### src/rtl/fetch_pkg.sv
// Shared types and defaults for the instruction-fetch stage and its BTB.
package fetch_pkg;

  localparam logic [63:0] DEFAULT_RESET_PC    = 64'h0;
  localparam int          DEFAULT_BTB_ENTRIES = 16;
  localparam logic [63:0] DEFAULT_NOP_INSTR   = 64'h0;
  localparam logic [63:0] INSTR_BYTES         = 64'd8;

  typedef enum logic {
    FETCH = 1'b0,
    HOLD  = 1'b1
  } fetch_state_e;

  typedef struct packed {
    logic [63:0] pc;
    logic [63:0] instr;
    logic        predicted_taken;
  } fetch_pkt_t;

endpackage

### src/rtl/fetch_if.sv
// Instruction bus between the fetch stage (master) and instruction memory (slave).
// Handshake: req/addr are presented each cycle with no outstanding transactions;
// ack in a cycle means rdata holds the word at that same cycle's addr.
interface fetch_if;
  logic        ibus_req_out;
  logic [63:0] ibus_addr_out;
  logic        ibus_ack_in;
  logic [63:0] ibus_rdata_in;

  modport master (output ibus_req_out, ibus_addr_out, input ibus_ack_in, ibus_rdata_in);
  modport slave  (input ibus_req_out, ibus_addr_out, output ibus_ack_in, ibus_rdata_in);
endinterface

### src/rtl/fetch_branch_target_buffer.sv
// Direct-mapped BTB: combinational lookup, synchronous allocate/train update.
module branch_target_buffer
  import fetch_pkg::*;
#(
  parameter int ENTRIES = DEFAULT_BTB_ENTRIES
) (
  input  logic        clk,
  input  logic        rst_n,
  input  logic [63:0] lookup_pc,
  output logic        lookup_taken,
  output logic [63:0] lookup_target,
  input  logic        update_en,
  input  logic [63:0] update_pc,
  input  logic [63:0] update_target,
  input  logic        update_taken
);
  localparam int IDX_W = $clog2(ENTRIES);
  localparam int TAG_W = 64 - 3 - IDX_W;

  logic             valid_q  [ENTRIES];
  logic [TAG_W-1:0] tag_q    [ENTRIES];
  logic [63:0]      target_q [ENTRIES];
  logic [1:0]       ctr_q    [ENTRIES];

  logic [IDX_W-1:0] l_idx, u_idx;
  logic [TAG_W-1:0] l_tag, u_tag;
  logic             u_match;
  logic             unused_low_bits;

  // Instructions are 8-byte aligned, so the low three address bits carry no information.
  assign unused_low_bits = ^{lookup_pc[2:0], update_pc[2:0]};

  assign l_idx = lookup_pc[3 +: IDX_W];
  assign l_tag = lookup_pc[63 -: TAG_W];
  assign u_idx = update_pc[3 +: IDX_W];
  assign u_tag = update_pc[63 -: TAG_W];

  always_comb begin
    lookup_taken  = valid_q[l_idx] && (tag_q[l_idx] == l_tag) && ctr_q[l_idx][1];
    lookup_target = target_q[l_idx];
    u_match       = valid_q[u_idx] && (tag_q[u_idx] == u_tag);
  end

  always_ff @(posedge clk) begin
    if (!rst_n) begin
      for (int i = 0; i < ENTRIES; i++) begin
        valid_q[i]  <= 1'b0;
        tag_q[i]    <= '0;
        target_q[i] <= '0;
        ctr_q[i]    <= 2'b01;
      end
    end else if (update_en) begin
      if (!u_match) begin
        valid_q[u_idx]  <= 1'b1;
        tag_q[u_idx]    <= u_tag;
        target_q[u_idx] <= update_target;
        ctr_q[u_idx]    <= update_taken ? 2'b10 : 2'b01;
      end else if (update_taken) begin
        target_q[u_idx] <= update_target;
        if (ctr_q[u_idx] != 2'b11) ctr_q[u_idx] <= ctr_q[u_idx] + 2'b01;
      end else begin
        if (ctr_q[u_idx] != 2'b00) ctr_q[u_idx] <= ctr_q[u_idx] - 2'b01;
      end
    end
  end

endmodule

### src/rtl/fetch.sv
// Instruction-fetch stage: PC register, FETCH/HOLD state machine, one-entry
// hold buffer and registered decode outputs, with BTB next-PC prediction.
module fetch
  import fetch_pkg::*;
#(
  parameter logic [63:0] RESET_PC    = DEFAULT_RESET_PC,
  parameter int          BTB_ENTRIES = DEFAULT_BTB_ENTRIES,
  parameter logic [63:0] NOP_INSTR   = DEFAULT_NOP_INSTR
) (
  input  logic          clk,
  input  logic          rst_n,
  input  logic          stall_in,
  input  logic          flush_in,
  input  logic          redirect_in,
  input  logic [63:0]   redirect_pc_in,
  input  logic          btb_update_in,
  input  logic [63:0]   btb_update_pc_in,
  input  logic [63:0]   btb_update_target_in,
  input  logic          btb_update_taken_in,
  fetch_if.master       ibus,
  output logic          valid_out,
  output logic [63:0]   pc_out,
  output logic [63:0]   instr_out,
  output logic          branch_predicted_taken_out,
  output fetch_state_e  dbg_state
);
  fetch_state_e state_q, state_d;
  logic [63:0]  pc_q, pc_d, next_pc, pred_target;
  logic         pred_taken;
  fetch_pkt_t   hold_q, hold_d, out_q, out_d, bus_pkt, bubble_pkt;
  logic         valid_q, valid_d;

  branch_target_buffer #(.ENTRIES(BTB_ENTRIES)) u_btb (
    .clk           (clk),
    .rst_n         (rst_n),
    .lookup_pc     (pc_q),
    .lookup_taken  (pred_taken),
    .lookup_target (pred_target),
    .update_en     (btb_update_in),
    .update_pc     (btb_update_pc_in),
    .update_target (btb_update_target_in),
    .update_taken  (btb_update_taken_in)
  );

  assign ibus.ibus_req_out  = rst_n && (state_q == FETCH);
  assign ibus.ibus_addr_out = pc_q;

  always_comb begin
    next_pc    = pred_taken ? pred_target : pc_q + INSTR_BYTES;
    bus_pkt    = '{pc: pc_q, instr: ibus.ibus_rdata_in, predicted_taken: pred_taken};
    bubble_pkt = '{pc: out_q.pc, instr: NOP_INSTR, predicted_taken: 1'b0};
    state_d    = state_q;
    pc_d       = pc_q;
    hold_d     = hold_q;
    out_d      = out_q;
    valid_d    = valid_q;

    if (redirect_in) begin
      // Redirect wins: any same-cycle ack and any parked word are dropped.
      pc_d    = redirect_pc_in;
      state_d = FETCH;
      if (!stall_in) begin
        out_d   = bubble_pkt;
        valid_d = 1'b0;
      end
    end else begin
      case (state_q)
        FETCH: begin
          if (ibus.ibus_ack_in) begin
            pc_d = next_pc;
            if (stall_in) begin
              hold_d  = bus_pkt;
              state_d = HOLD;
            end else begin
              out_d   = flush_in ? bubble_pkt : bus_pkt;
              valid_d = !flush_in;
            end
          end else if (!stall_in) begin
            out_d   = bubble_pkt;
            valid_d = 1'b0;
          end
        end
        HOLD: begin
          if (!stall_in) begin
            out_d   = flush_in ? bubble_pkt : hold_q;
            valid_d = !flush_in;
            state_d = FETCH;
          end
        end
        default: state_d = FETCH;
      endcase
    end
  end

  always_ff @(posedge clk) begin
    if (!rst_n) begin
      state_q <= FETCH;
      pc_q    <= RESET_PC;
      hold_q  <= '0;
      out_q   <= '{pc: 64'h0, instr: NOP_INSTR, predicted_taken: 1'b0};
      valid_q <= 1'b0;
    end else begin
      state_q <= state_d;
      pc_q    <= pc_d;
      hold_q  <= hold_d;
      out_q   <= out_d;
      valid_q <= valid_d;
    end
  end

  assign valid_out                  = valid_q;
  assign pc_out                     = out_q.pc;
  assign instr_out                  = out_q.instr;
  assign branch_predicted_taken_out = out_q.predicted_taken;
  assign dbg_state                  = state_q;

endmodule

### src/flat_wrapper.sv
// flat-port wrapper written by rule: the top's interface ports become plain ports
module fetch_flat import fetch_pkg::*;
#(
  parameter logic [63:0] RESET_PC    = DEFAULT_RESET_PC,
  parameter int          BTB_ENTRIES = DEFAULT_BTB_ENTRIES,
  parameter logic [63:0] NOP_INSTR   = DEFAULT_NOP_INSTR
)
  (clk, rst_n, stall_in, flush_in, redirect_in, redirect_pc_in, btb_update_in, btb_update_pc_in, btb_update_target_in, btb_update_taken_in, valid_out, pc_out, instr_out, branch_predicted_taken_out, dbg_state, ibus_ibus_req_out, ibus_ibus_addr_out, ibus_ibus_ack_in, ibus_ibus_rdata_in);
  fetch_if ibus_i ();
  input  logic clk;
  input  logic rst_n;
  input  logic stall_in;
  input  logic flush_in;
  input  logic redirect_in;
  input  logic [63:0] redirect_pc_in;
  input  logic btb_update_in;
  input  logic [63:0] btb_update_pc_in;
  input  logic [63:0] btb_update_target_in;
  input  logic btb_update_taken_in;
  output logic valid_out;
  output logic [63:0] pc_out;
  output logic [63:0] instr_out;
  output logic branch_predicted_taken_out;
  output fetch_state_e dbg_state;
  output wire logic [$bits(ibus_i.ibus_req_out)-1:0] ibus_ibus_req_out;
  output wire logic [$bits(ibus_i.ibus_addr_out)-1:0] ibus_ibus_addr_out;
  input wire logic [$bits(ibus_i.ibus_ack_in)-1:0] ibus_ibus_ack_in;
  input wire logic [$bits(ibus_i.ibus_rdata_in)-1:0] ibus_ibus_rdata_in;
  assign ibus_ibus_req_out = ibus_i.ibus_req_out;
  assign ibus_ibus_addr_out = ibus_i.ibus_addr_out;
  assign ibus_i.ibus_ack_in = ibus_ibus_ack_in;
  assign ibus_i.ibus_rdata_in = ibus_ibus_rdata_in;
  fetch #(.RESET_PC(RESET_PC), .BTB_ENTRIES(BTB_ENTRIES), .NOP_INSTR(NOP_INSTR)) u_core (.clk(clk), .rst_n(rst_n), .stall_in(stall_in), .flush_in(flush_in), .redirect_in(redirect_in), .redirect_pc_in(redirect_pc_in), .btb_update_in(btb_update_in), .btb_update_pc_in(btb_update_pc_in), .btb_update_target_in(btb_update_target_in), .btb_update_taken_in(btb_update_taken_in), .ibus(ibus_i), .valid_out(valid_out), .pc_out(pc_out), .instr_out(instr_out), .branch_predicted_taken_out(branch_predicted_taken_out), .dbg_state(dbg_state));
endmodule
### config.mk
export PLATFORM = sky130hd
export DESIGN_NAME = fetch_flat
export DESIGN_NICKNAME = d
export VERILOG_FILES = /design/src/rtl/fetch_pkg.sv /design/src/rtl/fetch_if.sv /design/src/rtl/fetch_branch_target_buffer.sv /design/src/rtl/fetch.sv /design/src/flat_wrapper.sv
export SDC_FILE = /design/constraint.sdc
export NUM_CORES = 2
export LEC_CHECK = 0
export ABC_AREA = 1
export CAP_MARGIN = 10
export CORE_AREA = 10 10 687 689
export DETAILED_ROUTE_END_ITERATION = 6
export DIE_AREA = 0 0 697 699
export SLEW_MARGIN = 20
export SYNTH_ARGS = -nofsm -noshare
export SYNTH_HDL_FRONTEND = slang
export SYNTH_HIERARCHICAL = 1
export SYNTH_SLANG_ARGS = --single-unit
### constraint.sdc
create_clock -name clk -period 9.9 [get_ports clk]
set_input_delay 0.99 -clock clk [delete_from_list [all_inputs] [get_ports clk]]
set_output_delay 0.99 -clock clk [all_outputs]
set_load 0.01 [all_outputs]
==> results.tsv <==
stage	metric	value	unit
run_status	outcome	complete, no violations	
worst_setup_path	Critical Path Fanout Max	38	
placed_design	post-DP HPWL	292000	um
worst_setup_path	RR Endpoint	u_core/ibus.ibus_addr_out[49]	
power	Internal	17.4	mW
floorplan	IO Pins	460	
power	Max VDD drop	0.130	mV
sta	RSZ-0062 raised after global routing	no	
worst_setup_path	Buf+Inv Stages, Crit Path	5	
sta	clock skew	0.104	ns
logic_synthesis	post-synthesis simple-gate area fraction	0.231	
sta	relative slew slack	0.175	
flow_run	max-cap violation count	0	
logic_synthesis	Post-Synthesis Cell Area	0.114	mm^2
placed_design	RePlAce Congestion	0.952	
logic_synthesis	Syn Inst Count	13300	
worst_setup_path	Critical R2R Launch	u_core/ibus.ibus_addr_out[3]	
min_path	HP Class	reg -> reg	
sta	Max Fclk	0.144	GHz
worst_setup_path	R2R cell count	19	
min_path	hold path depth	2	
min_path	Worst Hold End	u_core/u_btb/valid_q[10]	
clocking	post-CTS resize count	0	
clocking	hold buffers post-CTS	0	
clocking	TritonCTS Sinks	2308	
clocking	setup bufs post-CTS	0	
floorplan	Std-Cell Rows	249	
clocking	CTS buffer count	269	
cells_and_area	Layout fillers	48000	
logic_synthesis	adder-cell share of the synthesized area	0.000329	
sta	Final Hold Slack	0.452	ns
min_path	Hold Startpoint	u_core/u_btb/valid_q[10]	
route	drt pass-1 iters	7	
logic_synthesis	Synth Area in Compound Gates	0.126	
global_routing	GRT overflow	0	
power	PwrDens	182	mW/mm^2
logic_synthesis	XOR/XNOR Fraction of Synth Area	0.00353	
power	Logic pwr share	0.126	
clocking	worst-skew pair later-pin latency	0.94	ns
logic_synthesis	synthesized area per cell	8.60	um^2
clocking	clock-pin slew on the worst setup and hold paths	0.05	ns
sta	fin crit period	6.96	ns
clocking	maximum clock path buffer count	4	
floorplan	Starting Density	0.249	
worst_setup_path	reg2reg setup slack	3.20	ns
logic_synthesis	register area share after synthesis	0.578	
cells_and_area	layout cells sized above 1	0.0520	
worst_setup_path	Largest delay share family, worst path	buffers and inverters	
power	Switch Pwr	6.71	mW
route	total length of routed wires	486000	um
cells_and_area	area growth from synthesis to layout	16.1	%
logic_synthesis	Unique masters post-synth	44	
cells_and_area	Final nets	13400	
floorplan	die area	0.487	mm^2
logic_synthesis	Yosys reg bits	2308	
power	clock share of power	0.404	
worst_setup_path	crit path launch	btb_update_pc_in[6]	
worst_setup_path	startpoint types	input port	
floorplan	core area	0.458	mm^2
route	vias post-DR	100000	
route	DR DRC count	0	
logic_synthesis	Syn Nets	13500	
sta	setup TNS	0	ns
power	sequential share of power	0.470	
sta	Slew @ Worst Pin	1.22	ns
worst_setup_path	WP data required	10.49	ns
worst_setup_path	worst path arrival time	7.55	ns
worst_setup_path	max incr delay on CP	0.88	ns
route	DRT antenna net count	0	
worst_setup_path	Slowest cell on crit path	clkinv_2	
global_routing	largest net degree at the start of global routing	183	
worst_setup_path	crit path cell chain	clkdlybuf4s50_1 > nand2_1 > clkinv_2 > buf_4 > nand2_1 > nand2_1 > o21ai_1 > nand2_1 > nor2_1 > nand2_1 > nor2_1 > nand2_1 > nor2_2 > nand2_2 > nand2_2 > nand2_2 > nand2_4 > buf_4 > buf_4 > nor2_1	
worst_setup_path	Setup crit end kind	flip-flop	
global_routing	initial antenna violation count	67	
cells_and_area	utilization after layout	0.289	
clocking	CTS tree	yes	
logic_synthesis	mux cell area share after synthesis	0.000439	
clocking	H-Tree Depth	5	
global_routing	GRT Total Usage	0.187	
floorplan	Die W	697	um
power	switching share of power	0.278	
route	Detailed Route Iter0 Violations	14900	
worst_setup_path	Setup Crit Path Kind	in -> reg	
sta	Final Hold Viols	0	
sta	Final Cycle Share	0.704	
placed_design	input/output buffers	456	
route	vias per cell	5.15	
route	detailed-route wire length per cell	24.9	um
global_routing	number of global-route vias before repair	91000	
global_routing	first-pass GRT wire length	678000	um
floorplan	Die Ht	699	um
power	Leak Pwr	49.3	nW
logic_synthesis	largest family of logic cells by synthesized area	simple AND/OR/NAND/NOR gates	
sta	Slew Limit Fails	0	
clocking	clk root buf	clkbuf_16	
worst_setup_path	crit-path most repeated cell	nand2_1	
logic_synthesis	Syn. warnings	6	
sta	Setup Viol. Count Final	0	
## metrics by stage
step	total power [mW]	worst slack (ns)	std cells	area [um^2]
finish	24.1	2.94	19500	132000
global route	24.8	2.85	19500	132000
CTS	24.1	3.21	19500	132000
detailed placement	14.4	2.29	19000	124000
global placement	14.4	2.32	19000	124000
floorplan	13.1	4.91	13300	114000
## kinds of logic after synthesis
kind of cell               Yosys count
and+or+nand+nor                   6805
AOI/OAI and AO/OA                 2498
DFF                               2308
buffers and inverters             1589
xor gates and xnor gates            46
muxes                                5
adders and majority gates            3
## power by group through the flow
stage          Combinational (mW)  Sequential [mW]  Clock [mW]
6_report                     3.03             11.3        9.76
4_1_cts                      2.93             11.3        9.83
3_5_place_dp                 2.92             11.5           0
2_1_floorplan                1.62             11.5           0
3_3_place_gp                 2.91             11.5           0
5_1_grt                      3.20             11.4        10.2
## area by class of cell
type,count,area (um^2),share of cell area
flip-flops and latches,2308,65900,0.498
multi-input cells,9357,41700,0.315
well taps,6149,7690,0.0581
clock buffers,356,7310,0.0552
repair buffers,662,6510,0.0492
inverters,520,2010,0.0152
clock inverters,119,1090,0.00826
diodes,29,72.6,0.000548
## layout by cell type, fill, tap and decap left out, types with 6 or more instances in the layout
cell             synthesis  final
clkinv_8                 0      9
o21ai_1                133    134
nand3_1                378    371
nor2_2                  14     12
o22ai_1                164    164
bufinv_16                0     14
a22oi_1                 10     10
a22o_1                  10     10
clkinv_1                62    108
nor2_1                3341   3339
nand2_1               2987   2948
nor2_4                   7     11
inv_1                  445    442
clkinv_2                 0     33
nand2_4                  3     51
o21bai_1                 8      8
inv_2                   11      8
buf_4                   34    175
o221ai_1               272    272
diode_2                  0     29
dfxtp_1                340    335
a211oi_1                53     53
buf_12                   0     32
clkbuf_1               681     71
o21ai_0               1305   1304
nand3_4                  0     16
o211ai_1               158    158
clkbuf_8                 0      8
inv_8                    0      6
xnor2_1                 24     24
clkdlybuf4s50_1          0    451
a21oi_1                366    366
nand2_2                 15      6
inv_6                    0      8
xor2_1                  22     22
a31oi_1                 15     15
edfxtp_1              1968   1968
nor3_1                  10      8
nand4_1                 33     33
clkbuf_16                0    277
## sequential cells by signal (all words and copies together), names as in the netlist
| register | count |
|---|---|
| u_core/u_btb/ctr_q | 32 |
| u_core/u_btb/tag_q | 912 |
| u_core/dbg_state | 1 |
| u_core/pc_out | 64 |
| u_core/u_btb/target_q | 1024 |
| u_core/instr_out | 64 |
| u_core/u_btb/valid_q | 16 |
| u_core/hold_q | 129 |
| u_core/ibus.ibus_addr_out | 64 |
| u_core/valid_out | 1 |
| u_core/branch_predicted_taken_out | 1 |
## worst max-delay path by stage
stage | to | cells after the start
after CTS | u_core/u_btb/target_q[8][37] | 21
after global routing | u_core/u_btb/target_q[8][56] | 20
after floorplan | u_core/u_btb/target_q[7][0] | 24
after detailed placement | u_core/u_btb/target_q[8][38] | 21
after global placement | u_core/u_btb/target_q[11][60] | 19
final | u_core/u_btb/target_q[8][37] | 20
## Yosys cell counts (all sizes together)
library cell,number,area (um^2)
o22ai,164,1030
xnor2,24,210
nand3,387,1980
o21bai,8,60.1
nand2,3005,11300
a22oi,10,75.1
clkbuf,681,2560
a211oi,53,398
nor2,3363,12700
o21ai,1438,7200
clkinv,62,233
o211ai,158,1190
mux2i,5,50.1
and2,2,12.5
ha,3,37.5
or2,3,18.8
nand4,33,206
a22o,10,87.6
dfxtp,340,6810
xor2,22,193
a21oi,366,1830
buf,388,2380
a31oi,15,93.8
o221ai,272,2380
o21a,1,7.51
inv,458,1720
o31ai,1,7.51
edfxtp,1968,59100
nor3b,1,7.51
nor3,11,60.1
o2111ai,2,17.5
## metal layers
layer	wire, um	vias to the layer above	track usage
met5	154	-	0
met4	30700	26	0.105
met3	64400	1215	0.0573
met2	207000	6586	0.277
met1	185000	48400	0.243
li1	-	44300	-
## tightest hold or removal path, stage by stage, from the launching register on
cell	delay [ns]
dfxtp_1	0.30
nand2_1	0.06
nand2_1	0.05
(Power assumes the default switching activity.)
